===== config.mk =====
export PLATFORM = sky130hd
export DESIGN_NAME = fifo_sync_mc
export DESIGN_NICKNAME = d
export VERILOG_FILES = /design/src/rtl/fifo_sync_mc.sv
export SDC_FILE = /design/constraint.sdc
export NUM_CORES = 1
export LEC_CHECK = 0
export BUFFER_PORTS_ARGS = -buffer_cell sky130_fd_sc_hd__buf_2
export CORE_MARGIN = 2
export CORE_UTILIZATION = 62
export CTS_CLUSTER_DIAMETER = 40
export CTS_CLUSTER_SIZE = 25
export DETAILED_ROUTE_END_ITERATION = 16
export GPL_ROUTABILITY_DRIVEN = 0
export GPL_TIMING_DRIVEN = 1
export PLACE_DENSITY_LB_ADDON = 0.25
export SYNTH_ARGS = -nofsm -noshare
export SYNTH_HDL_FRONTEND = slang
export SYNTH_SLANG_ARGS = --single-unit

===== constraint.sdc =====
create_clock -name clk_i -period 3.4 [get_ports clk_i]
set_input_delay 0 -clock clk_i [delete_from_list [all_inputs] [get_ports clk_i]]
set_output_delay 0 -clock clk_i [all_outputs]
set_load 0.05 [all_outputs]

===== src/rtl/fifo_sync_mc.sv =====
// rtl/fifo_sync_mc.sv - multi-channel synchronous FIFO with a shared memory
// One write and one read port, per-channel pointers, counts, registered flags and flush.
module fifo_sync_mc #(
  parameter int WIDTH     = 8,
  parameter int DEPTH     = 16,
  parameter int PTR_WIDTH = 4,
  parameter int NUM_CH    = 4,
  parameter int CH_WIDTH  = 2,
  parameter int AF_LEVEL  = 12,
  parameter int AE_LEVEL  = 2
) (
  input  logic                            clk_i,
  input  logic                            rst_i,
  input  logic                            wr_en_i,
  input  logic [CH_WIDTH-1:0]             wr_ch_i,
  input  logic [WIDTH-1:0]                wdata_i,
  input  logic                            rd_en_i,
  input  logic [CH_WIDTH-1:0]             rd_ch_i,
  input  logic [NUM_CH-1:0]               flush_i,
  output logic [WIDTH-1:0]                rdata_o,
  output logic                            rvalid_o,
  output logic [NUM_CH-1:0]               full_o,
  output logic [NUM_CH-1:0]               empty_o,
  output logic [NUM_CH-1:0]               almost_full_o,
  output logic [NUM_CH-1:0]               almost_empty_o,
  output logic [NUM_CH*(PTR_WIDTH+1)-1:0] count_o,
  output logic                            wr_error_o,
  output logic                            rd_error_o
);

  localparam int CW = PTR_WIDTH + 1;
  localparam int AW = CH_WIDTH + PTR_WIDTH;
  localparam logic [CW-1:0] LP_DEPTH = CW'(DEPTH);
  localparam logic [CW-1:0] LP_AF    = CW'(AF_LEVEL);
  localparam logic [CW-1:0] LP_AE    = CW'(AE_LEVEL);

  logic [WIDTH-1:0]  r_mem [NUM_CH*DEPTH];
  logic [CW-1:0]     r_wr_ptr [NUM_CH];
  logic [CW-1:0]     r_rd_ptr [NUM_CH];
  logic [CW-1:0]     r_count  [NUM_CH];
  logic [NUM_CH-1:0] r_full;
  logic [NUM_CH-1:0] r_empty;
  logic [NUM_CH-1:0] r_afull;
  logic [NUM_CH-1:0] r_aempty;
  logic [WIDTH-1:0]  r_rdata;
  logic              r_rvalid;
  logic              r_wr_error;
  logic              r_rd_error;

  logic [NUM_CH-1:0] w_wr_acc;
  logic [NUM_CH-1:0] w_rd_acc;
  logic [AW-1:0]     w_wr_addr;
  logic [AW-1:0]     w_rd_addr;
  logic [CW-1:0]     w_wr_ptr_nxt [NUM_CH];
  logic [CW-1:0]     w_rd_ptr_nxt [NUM_CH];
  logic [CW-1:0]     w_count_nxt  [NUM_CH];

  // Per-channel decode keeps out-of-range channel selects from ever indexing state.
  always_comb begin
    w_wr_acc  = '0;
    w_rd_acc  = '0;
    w_wr_addr = '0;
    w_rd_addr = '0;
    for (int c = 0; c < NUM_CH; c++) begin
      w_wr_acc[c] = wr_en_i && (wr_ch_i == CH_WIDTH'(c)) && !r_full[c] && !flush_i[c];
      w_rd_acc[c] = rd_en_i && (rd_ch_i == CH_WIDTH'(c)) && !r_empty[c] && !flush_i[c];
      if (w_wr_acc[c]) w_wr_addr = {CH_WIDTH'(c), r_wr_ptr[c][PTR_WIDTH-1:0]};
      if (w_rd_acc[c]) w_rd_addr = {CH_WIDTH'(c), r_rd_ptr[c][PTR_WIDTH-1:0]};
      if (flush_i[c]) begin
        w_wr_ptr_nxt[c] = '0;
        w_rd_ptr_nxt[c] = '0;
        w_count_nxt[c]  = '0;
      end else begin
        w_wr_ptr_nxt[c] = r_wr_ptr[c] + CW'(w_wr_acc[c]);
        w_rd_ptr_nxt[c] = r_rd_ptr[c] + CW'(w_rd_acc[c]);
        w_count_nxt[c]  = r_count[c] + CW'(w_wr_acc[c]) - CW'(w_rd_acc[c]);
      end
    end
  end

  always_ff @(posedge clk_i) begin
    if (|w_wr_acc) r_mem[w_wr_addr] <= wdata_i;
  end

  // Flags come from the next count so they line up with count_o every cycle.
  always_ff @(posedge clk_i) begin
    if (rst_i) begin
      for (int c = 0; c < NUM_CH; c++) begin
        r_wr_ptr[c] <= '0;
        r_rd_ptr[c] <= '0;
        r_count[c]  <= '0;
      end
      r_full     <= '0;
      r_empty    <= '1;
      r_afull    <= '0;
      r_aempty   <= '1;
      r_rdata    <= '0;
      r_rvalid   <= 1'b0;
      r_wr_error <= 1'b0;
      r_rd_error <= 1'b0;
    end else begin
      for (int c = 0; c < NUM_CH; c++) begin
        r_wr_ptr[c] <= w_wr_ptr_nxt[c];
        r_rd_ptr[c] <= w_rd_ptr_nxt[c];
        r_count[c]  <= w_count_nxt[c];
        r_full[c]   <= (w_count_nxt[c] == LP_DEPTH);
        r_empty[c]  <= (w_count_nxt[c] == '0);
        r_afull[c]  <= (w_count_nxt[c] >= LP_AF);
        r_aempty[c] <= (w_count_nxt[c] <= LP_AE);
      end
      if (|w_rd_acc) r_rdata <= r_mem[w_rd_addr];
      r_rvalid   <= |w_rd_acc;
      r_wr_error <= wr_en_i && !(|w_wr_acc);
      r_rd_error <= rd_en_i && !(|w_rd_acc);
    end
  end

  always_comb begin
    count_o = '0;
    for (int c = 0; c < NUM_CH; c++) begin
      count_o[c*CW +: CW] = r_count[c];
    end
  end

  assign rdata_o        = r_rdata;
  assign rvalid_o       = r_rvalid;
  assign full_o         = r_full;
  assign empty_o        = r_empty;
  assign almost_full_o  = r_afull;
  assign almost_empty_o = r_aempty;
  assign wr_error_o     = r_wr_error;
  assign rd_error_o     = r_rd_error;

endmodule


==> flow_summary_export.csv, run 1 <==
group,metric,value,unit
detailed_routing,wl_per_cell,24.2,um
setup_path,worstSetupPathType,"reg2reg",
global_route,grt_pass1_vias,14509,
synthesis,yosysSeqAreaShare,71.0,%
synthesis,syn-instance-count,1642,
sta,layout_min_cycle_time,3340,ps
setup_path,crit_arrival,3820,ps
place,placed_cells,2246,
layout,final_cell_count_no_fill,2394,
synthesis,ys_ff_latch,591,
global_route,antenna_found_initial,0,
pwr,vdd_drop_max,375,uV
floorplanning,fp.dieH,200,um
place,port-buffer-count,66,
synthesis,synth_flop_cell,"edfxtp_1",
pwr,leakagePower,10.4,nW
sta,worst_slew_pin_slew,1210,ps
global_route,grt_max_degree,65,
layout,area_delta_synth_final,17.5,%
sta,setup_slack,59.3,ps
floorplanning,start_util,63.2,%
hold_path,hold_path.class,"in2reg",
detailed_routing,route.detailed.drc,0,
clock_network,cts-buffers-inserted,68,
synthesis,syn-cell-area,23900,um^2
global_route,track_usage,28.4,%
setup_path,start_kind,"register",
floorplanning,io_pins,67,
clock_network,clk_latency,600,ps
global_route,grt_overflow_total,0,
sta,slew_headroom,19.2,%
detailed_routing,vias,14797,
pwr,p_total,15.8,mW
sta,setup_viol,0,
sta,hold_viol,0,
clock_network,cts_tree,"done",
job,cap_violations,0,
floorplanning,die_x,200,um
setup_path,crit_path_end_kind,"register",
layout,final_net_count,1887,
synthesis,yosysUniqueCellTypes,60,
synthesis,avgSynthCellArea,14.5,um^2
detailed_routing,drt_pass1_iterations,5,
sta,timing.fmax,0.299,GHz
synthesis,synth_warnings,0,
clock_network,htree_num_levels,3,
detailed_routing,drtIter0Drc,1725,
synthesis,synth_nets,1702,
clock_network,clk_pin_slew,70,ps
clock_network,root_buffer,"clkbuf_16",
sta,final_max_slew_viol_count,0,
layout,n_fill_cell,2269,
global_route,grt_pass1_wl,85700,um
layout,drive_gt1_share,20.1,%
detailed_routing,postRouteAntennaNets,0,
synthesis,synth_edf_count,512,
detailed_routing,vias_per_cell,6.18,
floorplanning,fp-row-count,71,
setup_path,critPathRequiredTime,3880,ps
clock_network,cts_buffer_depth,3,
place,pre_cts_slack,47.2,ps
pwr,pwr_density_cell,562,nW/um^2
layout,n_antenna_cell,0,
detailed_routing,finalWirelength,57800,um
synthesis,async_flop_share,0,%
setup_path,crit_path_max_fanout,11,
place,hpwl,35400,um
outcome,status,"finished, final reports clean",
sta,whs,39.4,ps
clock_network,clock_sinks,591,
floorplanning,core_area,37800,um^2
sta,period_share,98.3,%
floorplanning,die_area,40100,um^2
sta,clock_skew,24.8,ps
==> cell usage in the layout, fill, tap and decap left out, types with 48 or more instances in the layout <==
cell type / instances
clkbuf_16: 73
buf_4: 94
mux4_2: 48
dfxtp_1: 79
nand2_1: 246
buf_2: 66
nand3_1: 165
mux2i_1: 48
edfxtp_1: 512
nor2_1: 114
==> critical path, cell delays in order (launching register included) <==
cell and delay [ps]:
dfxtp_1 310, or4b_1 570, o21ai_1 190, nand3_2 160
nand2_8 170, buf_12 170, mux4_2 500, a22o_1 270
nor2_1 230, nand3_1 200, a2111o_1 460
==> synth_stat cells (7+ instances only) <==
cell type	instances	area (um^2)
buf_2	20	100
edfxtp_1	512	15400
mux2i_1	48	480
clkbuf_1	26	97.6
and2_1	19	119
nand2_1	246	923
buf_1	7	26.3
nor3_1	8	40.0
dfxtp_1	79	1580
ha_1	36	450
nor2b_1	7	43.8
o21ai_0	17	85.1
xnor2_1	15	131
a22oi_1	36	270
nand2b_1	9	56.3
a21oi_1	36	180
buf_4	11	82.6
nand3_1	167	836
xor2_1	17	149
mux4_2	48	1080
a221oi_1	19	166
a41oi_1	11	96.3
a22o_1	13	114
buf_6	12	135
nor2_1	115	432
a21o_1	7	52.6
inv_1	41	154
a2111o_1	8	90.1
==> layout make-up <==
class	instances	area (um^2)	share of cell area (%)
multi-input cells	933	6400	22.8
well taps	511	639	2.28
flip-flops and latches	591	17000	60.4
repair buffers	191	1540	5.50
clock inverters	53	592	2.11
inverters	42	158	0.562
clock buffers	73	1760	6.28
==> flip-flops by register name, indices dropped and copies added, names as in the netlist <==
register	count
full_o	4
almost_empty_o	4
rvalid_o	1
empty_o	4
wr_error_o	1
r_count	20
almost_full_o	4
r_rd_ptr	16
rd_error_o	1
r_wr_ptr	16
r_mem	512
rdata_o	8
==> per-stage QoR <==
step	TNS (ps)	cell area, um^2	util [%]
floorplan	0	23900	-
global placement	0	25300	67.1
detailed placement	0	25300	67.1
CTS	0	27900	73.8
global route	-1.76	28100	74.3
finish	0	28100	74.3
==> worst paths after layout <==
path         slack [ps]  depth (start not counted)                 startpoint                         to
max                  60                         10      empty_o[1]$_SDFF_PP1_    rdata_o[1]$_SDFFE_PP0P_
min                  40                          4                 rd_ch_i[1]        rvalid_o$_SDFF_PP0_
max reg2reg          60                         10      empty_o[1]$_SDFF_PP1_    rdata_o[1]$_SDFFE_PP0P_
min reg2reg         530                          2  r_wr_ptr[2][3]$_SDFF_PP0_  r_wr_ptr[2][3]$_SDFF_PP0_
==> repair_timing <==
action                                  in CTS  in global routing
endpoints found under the setup margin       1                  7
cloned                                       0                  3
resized for setup                            1                 11
pin swaps                                    0                  4
hold buffers                                15                  0
buffers inserted                             0                  4
endpoints found under the hold margin      162                  0
==> per-layer routing <==
| layer | GRT usage, % | part of all wire, % | up-vias |
|---|---|---|---|
| met5 | 0 | 0 | - |
| met4 | 11.1 | 3.3 | 0 |
| met3 | 5.48 | 9.3 | 123 |
| met2 | 46.0 | 49 | 836 |
| met1 | 38.4 | 39 | 7295 |
| li1 | - | - | 6543 |
==> power by group <==
group	total [mW]	switching, mW	internal [mW]
registers	7.89	0.00665	7.89
logic	0.333	0.250	0.0826
clock network	7.54	3.17	4.37
total	15.8	3.43	12.3
==> logic make-up after synthesis <==
logic type               synth area share, %
AO/OA/AOI/OAI                           5.11
adder cells (fa/ha/maj)                 2.22
buffers and inverters                   2.51
XOR/XNOR                                1.17
flip-flops                              71.0
AND/OR/NAND/NOR                         11.4
multiplexers                            6.54
No activity file was read; power rests on OpenSTA's default activity.
==> inputs of run 2 (changes only) <==
--- a/config.mk
+++ b/config.mk
@@ -9,11 +9,12 @@
 export CORE_MARGIN = 2
 export CORE_UTILIZATION = 62
 export CTS_CLUSTER_DIAMETER = 40
-export CTS_CLUSTER_SIZE = 25
+export CTS_CLUSTER_SIZE = 14
 export DETAILED_ROUTE_END_ITERATION = 16
 export GPL_ROUTABILITY_DRIVEN = 0
 export GPL_TIMING_DRIVEN = 1
 export PLACE_DENSITY_LB_ADDON = 0.25
+export RECOVER_POWER = 50
 export SYNTH_ARGS = -nofsm -noshare
 export SYNTH_HDL_FRONTEND = slang
 export SYNTH_SLANG_ARGS = --single-unit
==> run 2 against run 1 <==
The flow now finishes with violations (capacitance limit, slew limit). Sequential share of layout area grew 0.37 points. Utilization down 0.45 points. Die area stayed put. Combinational power is 2% lower. Maximum frequency down 0.74%. Power decreased by 1.4%. Routed wire length about the same. Critical endpoint is now rdata_o[3]$_SDFFE_PP0P_. Cell area decreased by 0.61%. Setup slack worse by 25 ps. Non-clock buffer count fell by 2. Count of clock-buffer cells in the layout grew 2.
==> flow_summary_export.csv, run 2 (same netlist as run 1, synthesis figures left out) <==
group,metric,value,unit
clock_network,cts_tree,"done",
global_route,grt_pass1_vias,14567,
setup_path,crit_path_max_fanout,11,
layout,final_net_count,1886,
layout,n_antenna_cell,0,
sta,timing.fmax,0.297,GHz
setup_path,worstSetupPathType,"reg2reg",
outcome,status,"complete, but fails checks",
sta,final_max_slew_viol_count,431,
setup_path,crit_path_end_kind,"register",
clock_network,htree_num_levels,3,
layout,multi_input_area,6420,um^2
layout,final_core_util,73.9,%
sta,layout_min_cycle_time,3370,ps
clock_network,root_buffer,"clkbuf_16",
global_route,grt_max_degree,65,
layout,area_delta_synth_final,16.8,%
setup_path,crit_start,"empty_o[1]$_SDFF_PP1_",
detailed_routing,met2_length,28000,um
clock_network,clk_latency,600,ps
detailed_routing,drt_pass1_iterations,5,
sta,period_share,99.0,%
place,hpwl,35400,um
layout,layout_common_cells,"edfxtp_1 (512), nand2_1 (246), nand3_1 (164)",
clock_network,clock_sinks,591,
job,cap_violations,9,
global_route,grt_pass1_wl,85900,um
floorplanning,die_area,40100,um^2
setup_path,critPathRequiredTime,3860,ps
detailed_routing,wl_per_cell,24.2,um
pwr,pwr_density_cell,558,nW/um^2
global_route,grt_overflow_total,0,
hold_path,hold_path.class,"in2reg",
clock_network,clk_pin_slew,60,ps
floorplanning,fp.dieH,200,um
sta,whs,59.6,ps
detailed_routing,highest_layer,"met4",
sta,slew_headroom,-102,%
pwr,vdd_drop_max,367,uV
setup_path,crit_arrival,3820,ps
detailed_routing,route.detailed.drc,0,
detailed_routing,vias_per_cell,6.19,
setup_path,start_kind,"register",
pwr,leakagePower,10.2,nW
setup_path,r2r_start,"empty_o[1]$_SDFF_PP1_",
sta,worst_slew_pin_slew,3030,ps
detailed_routing,drtIter0Drc,1714,
global_route,track_usage,28.5,%
hold_path,hp-start,"rd_ch_i[1]",
global_route,antenna_found_initial,0,
detailed_routing,vias,14804,
layout,n_fill_cell,2306,
detailed_routing,wl_met3,5480,um
layout,largest-register,"r_mem",
layout,layout_commonest_cell,"edfxtp_1",
floorplanning,start_util,63.2,%
sta,rsz0062_at_grt,"true",
pwr,p_total,15.5,mW
layout,final_cell_count_no_fill,2391,
clock_network,cts_buffer_depth,3,
sta,setup_viol,0,
layout,drive_gt1_share,17.3,%
floorplanning,core_area,37800,um^2
layout,top_regs,"r_mem: 512 flops, r_count: 20 flops",
layout,final-seq-area,17000,um^2
sta,clock_skew,18.8,ps
detailed_routing,met1_length,22100,um
detailed_routing,postRouteAntennaNets,0,
floorplanning,fp-row-count,71,
clock_network,cts-buffers-inserted,68,
sta,hold_viol,0,
place,port-buffer-count,66,
floorplanning,die_x,200,um
detailed_routing,finalWirelength,57800,um
place,placed_cells,2246,
outcome,violations,"capacitance limit, slew limit",
floorplanning,io_pins,67,
layout,largest_register_ffs,512,
==> run 2: cell count changes in the layout (fill, tap and decap cells not counted), sizes merged <==
cell	change
buf	-47
clkbuf	+47
inv	-8
clkinvlp	+4
nor2	+1
==> run 2: final timing paths <==
kind | endpoint | slack, ps | cells after the start
max reg2reg | rdata_o[3]$_SDFFE_PP0P_ | 30 | 10
max | rdata_o[3]$_SDFFE_PP0P_ | 30 | 10
min reg2reg | r_rd_ptr[0][3]$_SDFF_PP0_ | 530 | 2
min | rvalid_o$_SDFF_PP0_ | 60 | 4
==> run 2: repair_timing <==
item / 4_1_cts / 5_1_grt
setup endpoints to repair: 0 / 8
hold buffers: 15 / 0
endpoints found under the hold margin: 165 / 0
setup buffers: 0 / 2
resized for setup: 0 / 15
==> run 2: power breakdown <==
group,switching (mW),internal [mW]
clock network,3.02,4.30
logic,0.250,0.0759
registers,0.00678,7.90
==> run 2: through the flow <==
step | setup TNS [ps] | cell area (um^2) | setup slack, ps
after global routing | -61.6 | 27900 | -58.7
after CTS | 0 | 27800 | 12.0
after global placement | 0 | 25300 | 42.9
after detailed placement | 0 | 25300 | 47.2
final | 0 | 27900 | 34.3
after floorplan | 0 | 23900 | 252
==> run 2: per-layer routing <==
layer  vias to the layer above  GRT usage (%)
met3                       134           5.78
met2                       847           45.7
met5                         -              0
met4                         0           12.2
met1                      7268           38.6
li1                       6555              -
==> run 2: final cells by class <==
type | count | share of cell area [%]
Tap cell | 511 | 2.29
Timing Repair Buffer | 189 | 5.17
Sequential cell | 591 | 60.8
Clock buffer | 75 | 6.35
Clock inverter | 49 | 1.79
Inverter | 42 | 0.565
Multi-Input combinational cell | 934 | 23.0
==> run 2: critical path: stages, from the launching register on <==
cell and delay [ps]:
dfxtp_1 310, or4b_1 570, o21ai_1 190, nand3_2 160, nand2_8 170, buf_12 170, mux4_2 520, a22o_1 300
nor2_1 190, nand3_2 180, a2111o_1 460
